<file path="config.mk">
export PLATFORM = sky130hd
export DESIGN_NAME = acondicionador_botones_flat
export DESIGN_NICKNAME = d
export VERILOG_FILES = /design/src/rtl/acondicionador_botones_pkg.sv /design/src/rtl/acondicionador_botones_if.sv /design/src/rtl/acondicionador_botones_antirrebote.sv /design/src/rtl/acondicionador_botones.sv /design/src/flat_wrapper.sv
export SDC_FILE = /design/constraint.sdc
export NUM_CORES = 1
export LEC_CHECK = 0
export BUFFER_PORTS_ARGS = -buffer_cell sky130_fd_sc_hd__buf_4
export CORE_MARGIN = 2
export CORE_UTILIZATION = 40
export CTS_CLUSTER_DIAMETER = 200
export DETAILED_ROUTE_END_ITERATION = 7
export PLACE_DENSITY = 0.59
export SLEW_MARGIN = 20
export SYNTH_ARGS = -nofsm -noshare
export SYNTH_HDL_FRONTEND = slang
export SYNTH_SLANG_ARGS = --single-unit
</file>
<file path="constraint.sdc">
create_clock -name clk -period 2.64 [get_ports clk]
set_input_delay 0.792 -clock clk [delete_from_list [all_inputs] [get_ports clk]]
set_output_delay 0.792 -clock clk [all_outputs]
set_load 0.02 [all_outputs]
</file>
<file path="src/rtl/acondicionador_botones_pkg.sv">
`default_nettype none
// ============================================================================
// Module      : acondicionador_botones_pkg
// Description : Shared debounce state encoding, channel map and defaults.
// Revision    : 1.0 - initial release
// ============================================================================
package acondicionador_botones_pkg;

    typedef enum logic [1:0] {
        REPOSO        = 2'd0,
        CONFIRMA_ALTO = 2'd1,
        ALTO          = 2'd2,
        CONFIRMA_BAJO = 2'd3
    } estado_t;

    localparam int unsigned C_DEBOUNCE_CYC_DEF = 1_000_000;
    localparam int unsigned C_LONG_CYC_DEF     = 250_000_000;

    localparam int C_NUM_CANALES = 5;
    localparam int C_CH_TEST     = 0;
    localparam int C_CH_ENERGIA  = 1;
    localparam int C_CH_MEDICINA = 2;
    localparam int C_CH_DESCANSO = 3;
    localparam int C_CH_ANIMO    = 4;

endpackage : acondicionador_botones_pkg
`default_nettype wire

</file>
<file path="src/rtl/acondicionador_botones_if.sv">
`default_nettype none
// ============================================================================
// Module      : acondicionador_botones_if
// Description : Raw board inputs and conditioned outputs toward Modos.
// Revision    : 1.0 - initial release
// ============================================================================
interface acondicionador_botones_if;
    logic Raw_Test;
    logic Raw_Energia;
    logic Raw_Medicina;
    logic Raw_Descanso;
    logic Raw_Animo;
    logic B_Test;
    logic B_Energia;
    logic B_Medicina;
    logic Entrada_Descanso;
    logic Entrada_Animo;

    modport master (
        output Raw_Test, Raw_Energia, Raw_Medicina, Raw_Descanso, Raw_Animo,
        input  B_Test, B_Energia, B_Medicina, Entrada_Descanso, Entrada_Animo
    );

    modport slave (
        input  Raw_Test, Raw_Energia, Raw_Medicina, Raw_Descanso, Raw_Animo,
        output B_Test, B_Energia, B_Medicina, Entrada_Descanso, Entrada_Animo
    );
endinterface : acondicionador_botones_if
`default_nettype wire

</file>
<file path="src/rtl/acondicionador_botones_antirrebote.sv">
`default_nettype none
// ============================================================================
// Module      : acondicionador_botones_antirrebote
// Description : 2-FF synchroniser plus debounce FSM; emits level and rise pulse.
// Revision    : 1.0 - initial release
// ============================================================================
module acondicionador_botones_antirrebote
    import acondicionador_botones_pkg::*;
#(
    parameter int unsigned DEBOUNCE_CYC = C_DEBOUNCE_CYC_DEF
) (
    input  wire logic clk,
    input  wire logic B_Reset,
    input  wire logic i_raw,
    output logic      o_nivel,
    output logic      o_subida
);

    localparam int unsigned C_CNT_W = $clog2(DEBOUNCE_CYC + 1);
    localparam logic [C_CNT_W-1:0] C_DEB = C_CNT_W'(DEBOUNCE_CYC);
    localparam logic [C_CNT_W-1:0] C_UNO = C_CNT_W'(1);

    logic [1:0]         r_sync;
    estado_t            r_estado;
    logic [C_CNT_W-1:0] r_cnt;
    logic               r_nivel;
    logic               r_subida;
    logic               w_muestra;
    logic [C_CNT_W-1:0] w_cnt_sig;

    assign w_muestra = r_sync[1];

    // A confirmation run always starts at 1 when leaving a stable state.
    always_comb begin
        w_cnt_sig = r_cnt + C_UNO;
        if (r_estado == REPOSO || r_estado == ALTO) begin
            w_cnt_sig = C_UNO;
        end
    end

    always_ff @(posedge clk) begin
        if (!B_Reset) begin
            r_sync   <= 2'b00;
            r_estado <= REPOSO;
            r_cnt    <= '0;
            r_nivel  <= 1'b0;
            r_subida <= 1'b0;
        end else begin
            r_sync   <= {r_sync[0], i_raw};
            r_subida <= 1'b0;
            case (r_estado)
                REPOSO, CONFIRMA_ALTO: begin
                    if (!w_muestra) begin
                        r_estado <= REPOSO;
                        r_cnt    <= '0;
                    end else if (w_cnt_sig == C_DEB) begin
                        r_estado <= ALTO;
                        r_cnt    <= '0;
                        r_nivel  <= 1'b1;
                        r_subida <= 1'b1;
                    end else begin
                        r_estado <= CONFIRMA_ALTO;
                        r_cnt    <= w_cnt_sig;
                    end
                end
                ALTO, CONFIRMA_BAJO: begin
                    if (w_muestra) begin
                        r_estado <= ALTO;
                        r_cnt    <= '0;
                    end else if (w_cnt_sig == C_DEB) begin
                        r_estado <= REPOSO;
                        r_cnt    <= '0;
                        r_nivel  <= 1'b0;
                    end else begin
                        r_estado <= CONFIRMA_BAJO;
                        r_cnt    <= w_cnt_sig;
                    end
                end
                default: begin
                    r_estado <= REPOSO;
                    r_cnt    <= '0;
                    r_nivel  <= 1'b0;
                end
            endcase
        end
    end

    assign o_nivel  = r_nivel;
    assign o_subida = r_subida;

endmodule : acondicionador_botones_antirrebote
`default_nettype wire

</file>
<file path="src/rtl/acondicionador_botones.sv">
`default_nettype none
// ============================================================================
// Module      : acondicionador_botones
// Description : Conditions buttons/sensors; long-press toggles B_Test.
// Revision    : 1.0 - initial release
// ============================================================================
module acondicionador_botones
    import acondicionador_botones_pkg::*;
#(
    parameter int unsigned DEBOUNCE_CYC = C_DEBOUNCE_CYC_DEF,
    parameter int unsigned LONG_CYC     = C_LONG_CYC_DEF
) (
    input  wire logic               clk,
    input  wire logic               B_Reset,
    acondicionador_botones_if.slave bus
);

    localparam int unsigned C_HOLD_W = $clog2(LONG_CYC + 1);
    localparam logic [C_HOLD_W-1:0] C_LONG = C_HOLD_W'(LONG_CYC);
    localparam logic [C_HOLD_W-1:0] C_UNO  = C_HOLD_W'(1);

    logic [C_NUM_CANALES-1:0] w_raw;
    logic [C_NUM_CANALES-1:0] w_nivel;
    logic [C_NUM_CANALES-1:0] w_subida;
    logic [C_HOLD_W-1:0]      r_hold;
    logic                     r_b_test;
    logic                     w_unused;

    assign w_raw[C_CH_TEST]     = bus.Raw_Test;
    assign w_raw[C_CH_ENERGIA]  = bus.Raw_Energia;
    assign w_raw[C_CH_MEDICINA] = bus.Raw_Medicina;
    assign w_raw[C_CH_DESCANSO] = bus.Raw_Descanso;
    assign w_raw[C_CH_ANIMO]    = bus.Raw_Animo;

    for (genvar gi = 0; gi < C_NUM_CANALES; gi++) begin : g_canal
        acondicionador_botones_antirrebote #(
            .DEBOUNCE_CYC (DEBOUNCE_CYC)
        ) u_antirrebote (
            .clk      (clk),
            .B_Reset  (B_Reset),
            .i_raw    (w_raw[gi]),
            .o_nivel  (w_nivel[gi]),
            .o_subida (w_subida[gi])
        );
    end

    // Hold counter saturates, so the toggle fires once per long press.
    always_ff @(posedge clk) begin
        if (!B_Reset) begin
            r_hold   <= '0;
            r_b_test <= 1'b0;
        end else if (!w_nivel[C_CH_TEST]) begin
            r_hold <= '0;
        end else if (r_hold != C_LONG) begin
            r_hold <= r_hold + C_UNO;
            if (r_hold == C_LONG - C_UNO) begin
                r_b_test <= ~r_b_test;
            end
        end
    end

    assign bus.B_Test           = r_b_test;
    assign bus.B_Energia        = w_subida[C_CH_ENERGIA];
    assign bus.B_Medicina       = w_subida[C_CH_MEDICINA];
    assign bus.Entrada_Descanso = w_nivel[C_CH_DESCANSO];
    assign bus.Entrada_Animo    = w_nivel[C_CH_ANIMO];

    // Channel outputs that have no consumer at this level.
    assign w_unused = ^{w_subida[C_CH_TEST], w_subida[C_CH_DESCANSO],
                        w_subida[C_CH_ANIMO], w_nivel[C_CH_ENERGIA],
                        w_nivel[C_CH_MEDICINA]};

endmodule : acondicionador_botones
`default_nettype wire

</file>
<file path="src/flat_wrapper.sv">
// flat-port wrapper written by rule: the top's interface ports become plain ports
module acondicionador_botones_flat import acondicionador_botones_pkg::*;
#(
    parameter int unsigned DEBOUNCE_CYC = C_DEBOUNCE_CYC_DEF,
    parameter int unsigned LONG_CYC     = C_LONG_CYC_DEF
)
  (clk, B_Reset, bus_Raw_Test, bus_Raw_Energia, bus_Raw_Medicina, bus_Raw_Descanso, bus_Raw_Animo, bus_B_Test, bus_B_Energia, bus_B_Medicina, bus_Entrada_Descanso, bus_Entrada_Animo);
  acondicionador_botones_if bus_i ();
  input  wire logic clk;
  input  wire logic B_Reset;
  input wire logic [$bits(bus_i.Raw_Test)-1:0] bus_Raw_Test;
  input wire logic [$bits(bus_i.Raw_Energia)-1:0] bus_Raw_Energia;
  input wire logic [$bits(bus_i.Raw_Medicina)-1:0] bus_Raw_Medicina;
  input wire logic [$bits(bus_i.Raw_Descanso)-1:0] bus_Raw_Descanso;
  input wire logic [$bits(bus_i.Raw_Animo)-1:0] bus_Raw_Animo;
  output wire logic [$bits(bus_i.B_Test)-1:0] bus_B_Test;
  output wire logic [$bits(bus_i.B_Energia)-1:0] bus_B_Energia;
  output wire logic [$bits(bus_i.B_Medicina)-1:0] bus_B_Medicina;
  output wire logic [$bits(bus_i.Entrada_Descanso)-1:0] bus_Entrada_Descanso;
  output wire logic [$bits(bus_i.Entrada_Animo)-1:0] bus_Entrada_Animo;
  assign bus_i.Raw_Test = bus_Raw_Test;
  assign bus_i.Raw_Energia = bus_Raw_Energia;
  assign bus_i.Raw_Medicina = bus_Raw_Medicina;
  assign bus_i.Raw_Descanso = bus_Raw_Descanso;
  assign bus_i.Raw_Animo = bus_Raw_Animo;
  assign bus_B_Test = bus_i.B_Test;
  assign bus_B_Energia = bus_i.B_Energia;
  assign bus_B_Medicina = bus_i.B_Medicina;
  assign bus_Entrada_Descanso = bus_i.Entrada_Descanso;
  assign bus_Entrada_Animo = bus_i.Entrada_Animo;
  acondicionador_botones #(.DEBOUNCE_CYC(DEBOUNCE_CYC), .LONG_CYC(LONG_CYC)) u_core (.clk(clk), .B_Reset(B_Reset), .bus(bus_i));
endmodule
</file>
# Yosys cells after proc, flatten, opt, wreduce, memory -nomap -nowiden
# Cells that the tools add are included.
dict set report word_totals {
  input_bits 7
  elab_cells 157
  regBits 154
}
dict set report classes {
  add_sub_neg 6
  n_eq_ne 34
  n_bitwise 1
  mux 67
  reduce_logical 27
}
# op n
set ops {}
lappend ops {{$mux 20} 20}
lappend ops {{$pmux 20 s2} 5}
lappend ops {{$add 20x1->20 const B} 5}
lappend ops {{$eq 20x20->1 const B} 5}
lappend ops {{$mux 2} 20}
lappend ops {{$add 28x1->28 const B} 1}
lappend ops {{$eq 28x28->1 const B} 1}
lappend ops {{$ne 28x28->1 const B} 1}
lappend ops {{$ne 2x2->1 const B} 12}
lappend ops {{$eq 2x2->1 const B} 10}
lappend ops {{$pmux 2 s2} 5}
lappend ops {{$reduce_or 2->1} 10}
lappend ops {{$mux 1} 14}
lappend ops {{$reduce_and 4->1} 3}
lappend ops {{$eq 2x1->1 const B} 5}
lappend ops {{$logic_not 2->1} 5}
lappend ops {{$reduce_and 3->1} 3}
lappend ops {{$pmux 1 s2} 3}
lappend ops {{$logic_or 1x1->1} 5}
lappend ops {{$reduce_and 2->1} 1}
lappend ops {{$not 1->1} 1}

# Depth between registers and ports, before layout
dict set report depth {
  depth_word 7
  ltp_mapped 10
  mapped_depth_nobuf 8
}

# By module
# Synthesis repeated with hierarchy kept, for this count alone.
dict set report hier_totals {
  hier_cells 969
  area_unflattened_um2 8536.9
}
# module cells_each n_inst area_per_inst_um2 seq_area_each_um2
set modules_own_cells {}
lappend modules_own_cells {acondicionador_botones_antirrebote 159 5 1410.1 520.5}
lappend modules_own_cells {acondicionador_botones 174 1 1486.4 580.6}

# Least setup slack after synthesis
# Ideal clock, no wire load.
dict set report synth_timing {
  kind {register to register}
  from {register u_core.g_canal[3].u_antirrebote.r_cnt[0]}
  to {register u_core.g_canal[3].u_antirrebote.r_cnt[11]}
  setup_ns 0.115
  path_buffers 2
  stages_incl_launch_ff 11
  synth_period_minus_slack_ns 2.442
  path_slack_ns 0.198
  arrival_ns 2.327
  t_required_ns 2.525
  path_cell_list {dfxtp_1 -> ha_1 -> buf_2 -> nand4_1 -> nor4_2 -> nand4b_1 -> a21oi_1 -> nand4_4 -> o211ai_4 -> buf_8 -> nor2_2}
}
dict set report synth_via {
  elab_chain_cells 6
  word_cells_on_any_way 7
}
# element line
set synth_rtl {}
lappend synth_rtl {{start, declared} acondicionador_botones_antirrebote.sv:25} ;# logic [C_CNT_W-1:0] r_cnt;
lappend synth_rtl {{start signal, assigned} acondicionador_botones_antirrebote.sv:63} ;# r_cnt <= w_cnt_sig;
lappend synth_rtl {{start signal, assigned} acondicionador_botones_antirrebote.sv:76} ;# r_cnt <= w_cnt_sig;
lappend synth_rtl {{$add 20x1->20 *} acondicionador_botones_antirrebote.sv:35} ;# w_cnt_sig = r_cnt + C_UNO;
lappend synth_rtl {{$mux 20 *} acondicionador_botones_antirrebote.sv:36} ;# if (r_estado == REPOSO || r_estado == ALTO) begin
lappend synth_rtl {{$eq 20x20->1} {acondicionador_botones_antirrebote.sv:56, acondicionador_botones_antirrebote.sv:70}}
lappend synth_rtl {{$mux 20 *} {acondicionador_botones_antirrebote.sv:56, acondicionador_botones_antirrebote.sv:70}}
lappend synth_rtl {{$mux 20 (on tied branches)} {acondicionador_botones_antirrebote.sv:67, acondicionador_botones_antirrebote.sv:53}}
lappend synth_rtl {{$pmux 20 s2 *} acondicionador_botones_antirrebote.sv:51} ;# case (r_estado)
# Mark *: on every way between the ends. The rest lies on a longest branch, timed or not.
# A chain may end at the register's enable or synchronous reset.

# Worst setup path after layout
dict set report layout_timing {
  from {register u_core.g_canal[3].u_antirrebote.r_cnt[5]}
  to {register u_core.g_canal[3].u_antirrebote.r_cnt[19]}
}
# Same word-level chain as after synthesis.

==> out/results.tsv <==
stage	metric	value	unit
cts	clockRootBuffer	clkbuf_16	
critical_path	cp_max_fo	17	
synth	syn-cell-area	7940	µm²
cts	htreeDepth	4	
critical_path	cpPeakStageDelay	0.56	ns
timing	tightest_slew	0.518	ns
critical_path	path_cells	and4_1, nand3_4, or4b_4, a22oi_4, nand4_4, o211ai_4, buf_12, a21oi_1	
timing	max_freq	405	MHz
timing	finalCritPeriodShare	93.5	%
critical_path	reg2reg_slack	0.17	ns
timing	hold_viol	0	
cts	hold_buffers	0	
pwr	pwr-share-comb	0.9	%
critical_path	r2r-end	u_core.g_canal[3].u_antirrebote.r_cnt[19]	
floorplan	die_area	21000	µm²
timing	maxSlewViolCount	0	
detailed_routing	routed_wl	15400	µm
pwr	p_sw	991	µW
detailed_routing	vias_per_cell	5.09	
synth	synth.largest_area_cell	dfxtp_1	
pwr	p_sw_share	20.2	%
floorplan	start_util	40.8	%
synth	synthFlopType	dfxtp_1	
final_layout	fill_cells	1910	
global_route	grt_pass1_vias	5691	
cts	clk_latency	0.42	ns
critical_path	worstPathRequired	2.94	ns
cts	clkSlewWorstSetupHoldPaths	0.06	ns
pwr	irDropWorstVdd	0.000380	V
placed_design	hpwl	11000	µm
detailed_routing	dr_total_vias	6293	
synth	postSynthAreaPerCell	8.55	µm²
synth	synth_top_area_share	38.8	%
synth	syn_nets	943	
floorplan	placement_rows	51	
synth	synth_edf_count	0	
cts	cts_tree	yes	
placed_design	place_area	8430	µm²
flow_run	maxCapViolations	0	
timing	setup_violations	0	
critical_path	crit_type	reg2reg	
synth	ys_top_cells_by_count	154 x dfxtp_1, 129 x nor2_1, 70 x xnor2_1	
placed_design	numPortBuffers	11	
timing	period_needed	2.47	ns
cts	numCtsBuffers	17	
timing	hold_ws	0.431	ns
detailed_routing	wl_per_cell	12.5	µm
detailed_routing	drtIter0Drc	265	
synth	synthArstFlopShare	0	%
floorplan	core	19500	µm²
placed_design	gp_congestion	0.812	
pwr	internal_power	3910	µW
cts	clock-sinks	154	
timing	tns	0	ns
critical_path	worst_ep_arrival_time	2.76	ns
floorplan	io_pins	12	
synth	synth_most_common_cell	dfxtp_1	
hold_path	hold_end	u_core.g_canal[4].u_antirrebote.r_sync[1]	
final_layout	seq_area	3080	µm²
global_route	grt_pass1_wl	26400	µm
critical_path	rr_startpoint	u_core.g_canal[3].u_antirrebote.r_cnt[5]	
detailed_routing	drc	0	
synth	ys_warn_count	0	
final_layout	drive_gt1_share	13.6	%
hold_path	holdPathStages	1	
synth	synth_cell_types	82	
global_route	antenna_found_initial	0	
critical_path	endpoint_kind	flip-flop	
pwr	p_seq_share	47.9	%
critical_path	r2r_cells	8	
cts	clockBufferDepth	2	
status	status	finished clean	
detailed_routing	drt-pass1-iter-count	5	
final_layout	num-nets-final	974	
final_layout	design_area	9110	µm²
synth	synthCells	929	
synth	ys_seq_elements	154	
detailed_routing	ant_nets	0	
final_layout	diodes	0	
timing	finClkSkew	0.00677	ns
synth	seq_area_frac_synth	38.8	%
timing	slew_headroom	65.4	%
global_route	grt.overflow.total	0	
pwr	p_leak	0.00297	µW
floorplan	dieWidth	145	µm
final_layout	syn2layout_area_growth	14.7	%
global_route	grt_usage	14.9	%
critical_path	cp-start-kind	flip-flop	
hold_path	hold_class	reg2reg	
floorplan	die_y	145	µm
hold_path	holdCritStartpoint	u_core.g_canal[4].u_antirrebote.r_sync[0]	
critical_path	crit_slowest_cell	or4b_4	
pwr	p_clk_share	51.2	%
synth	ys_top_cells_by_area	dfxtp_1 39%, xnor2_1 7.7%, nor2_1 6.1%, xor2_1 5.6%, nand3_1 3.5%	
pwr	powerDensity	538	nW/µm²
final_layout	multi_input_area	4590	µm²
global_route	grt_max_degree	33	
[power groups by stage]
stage                     Combinational, µW  Sequential [µW]  Clock (µW)
after floorplan                        26.4             2400           0
after global placement                 45.1             2400           0
after detailed placement               45.3             2400           0
after CTS                              45.6             2350        2580
after global routing                   50.5             2350        2690
final                                  44.6             2350        2510
[sequential cells by signal, summed over array words and instances, names as in the netlist]
name                                   cells
u_core.bus.B_Test                          1
u_core.g_canal.u_antirrebote.r_cnt       100
u_core.g_canal.u_antirrebote.o_subida      2
u_core.g_canal.u_antirrebote.r_estado     10
u_core.g_canal.u_antirrebote.o_nivel       3
u_core.r_hold                             28
u_core.g_canal.u_antirrebote.r_sync       10
[timing repair]
action	in CTS	in global routing
endpoints found under the setup margin	0	44
buffers inserted	0	3
resized for setup	0	8
hold endpoints to repair	0	0
[placed cells by master, fill, tap and decap left out, types with 4 or more instances in the layout]
cell type / n
dfxtp_1: 154
nor2_1: 129
xnor2_1: 70
nand2_1: 67
nand3_1: 55
buf_4: 52
xor2_1: 51
nand4_1: 34
nor3_1: 27
inv_1: 24
and2_1: 24
a21oi_1: 22
o21ai_0: 21
nor4_1: 18
and3_1: 18
clkbuf_16: 17
nor2b_1: 15
and4_1: 14
nor2_2: 10
or3_1: 9
mux2i_1: 8
o31ai_1: 6
a31oi_1: 6
ha_1: 6
or4_1: 5
nand4_4: 4
a211oi_1: 4
nor3b_1: 4
o211ai_1: 4
o21a_1: 4
nand4b_1: 4
nor4_2: 4
nand2b_1: 4
[kinds of logic (layout without fill, tap and decap cells)]
| logic type | after synthesis | count (layout) | share of synthesized area, % |
|---|---|---|---|
| AND/OR/NAND/NOR | 473 | 473 | 32.5 |
| flip-flops | 154 | 154 | 38.8 |
| XOR/XNOR | 121 | 121 | 13.3 |
| AO/OA/AOI/OAI | 99 | 99 | 8.85 |
| buffers and inverters | 65 | 108 | 4.09 |
| multiplexers | 10 | 10 | 1.29 |
| adder cells (fa/ha/maj) | 7 | 7 | 1.10 |
[metrics by stage]
| step | instances | utilization [%] | power (µW) | setup slack, ns |
|---|---|---|---|---|
| 2_1_floorplan | 929 | - | 2420 | 0.198 |
| 4_1_cts | 1234 | 46.4 | 4970 | 0.101 |
| 5_1_grt | 1237 | 46.8 | 5090 | -0.0156 |
| 6_report | 1237 | 46.8 | 4900 | 0.172 |
| 3_5_place_dp | 1203 | 43.3 | 2440 | 0.139 |
| 3_3_place_gp | 1203 | 43.3 | 2440 | 0.154 |
[how the worst max path moves through the flow]
stage / startpoint / endpoint / slack (ns) / depth (start not counted)
after detailed placement: u_core.g_canal[1].u_antirrebote.r_cnt[0] / u_core.g_canal[1].u_antirrebote.r_estado[1] / 0.14 / 9
after global placement: u_core.g_canal[4].u_antirrebote.r_cnt[3] / u_core.g_canal[4].u_antirrebote.r_cnt[17] / 0.15 / 7
after CTS: u_core.g_canal[1].u_antirrebote.r_cnt[1] / u_core.g_canal[1].u_antirrebote.r_estado[1] / 0.10 / 9
after global routing: u_core.g_canal[4].u_antirrebote.r_cnt[4] / u_core.g_canal[4].u_antirrebote.r_cnt[16] / -0.02 / 8
after floorplan: u_core.g_canal[3].u_antirrebote.r_cnt[0] / u_core.g_canal[3].u_antirrebote.r_cnt[11] / 0.20 / 10
final: u_core.g_canal[3].u_antirrebote.r_cnt[5] / u_core.g_canal[3].u_antirrebote.r_cnt[19] / 0.17 / 8
[per-layer routing]
| layer | part of all wire (%) | up-vias | GRT usage (%) |
|---|---|---|---|
| met1 | 51 | 2897 | 19.9 |
| met3 | 2.4 | 20 | 3.62 |
| li1 | - | 3323 | - |
| met2 | 45 | 53 | 23.7 |
| met4 | 1.5 | 0 | 5.15 |
| met5 | 0 | - | 0 |
[area by class of cell]
class                   count  share of cell area (%)
multi-input cells         710                    50.3
flip-flops and latches    154                    33.8
clock buffers              20                    5.12
repair buffers             53                    4.50
well taps                 265                    3.64
clock inverters            11                    1.59
inverters                  24                   0.988
[worst max-delay path, delay by kind of cell, from the launching register on]
kind                   cells  cell delay [ns]
AO/OA/AOI/OAI              3             0.45
flip-flops                 1             0.43
AND/OR/NAND/NOR            4             1.27
buffers and inverters      1             0.18
No activity file was read; power rests on OpenSTA's default activity.
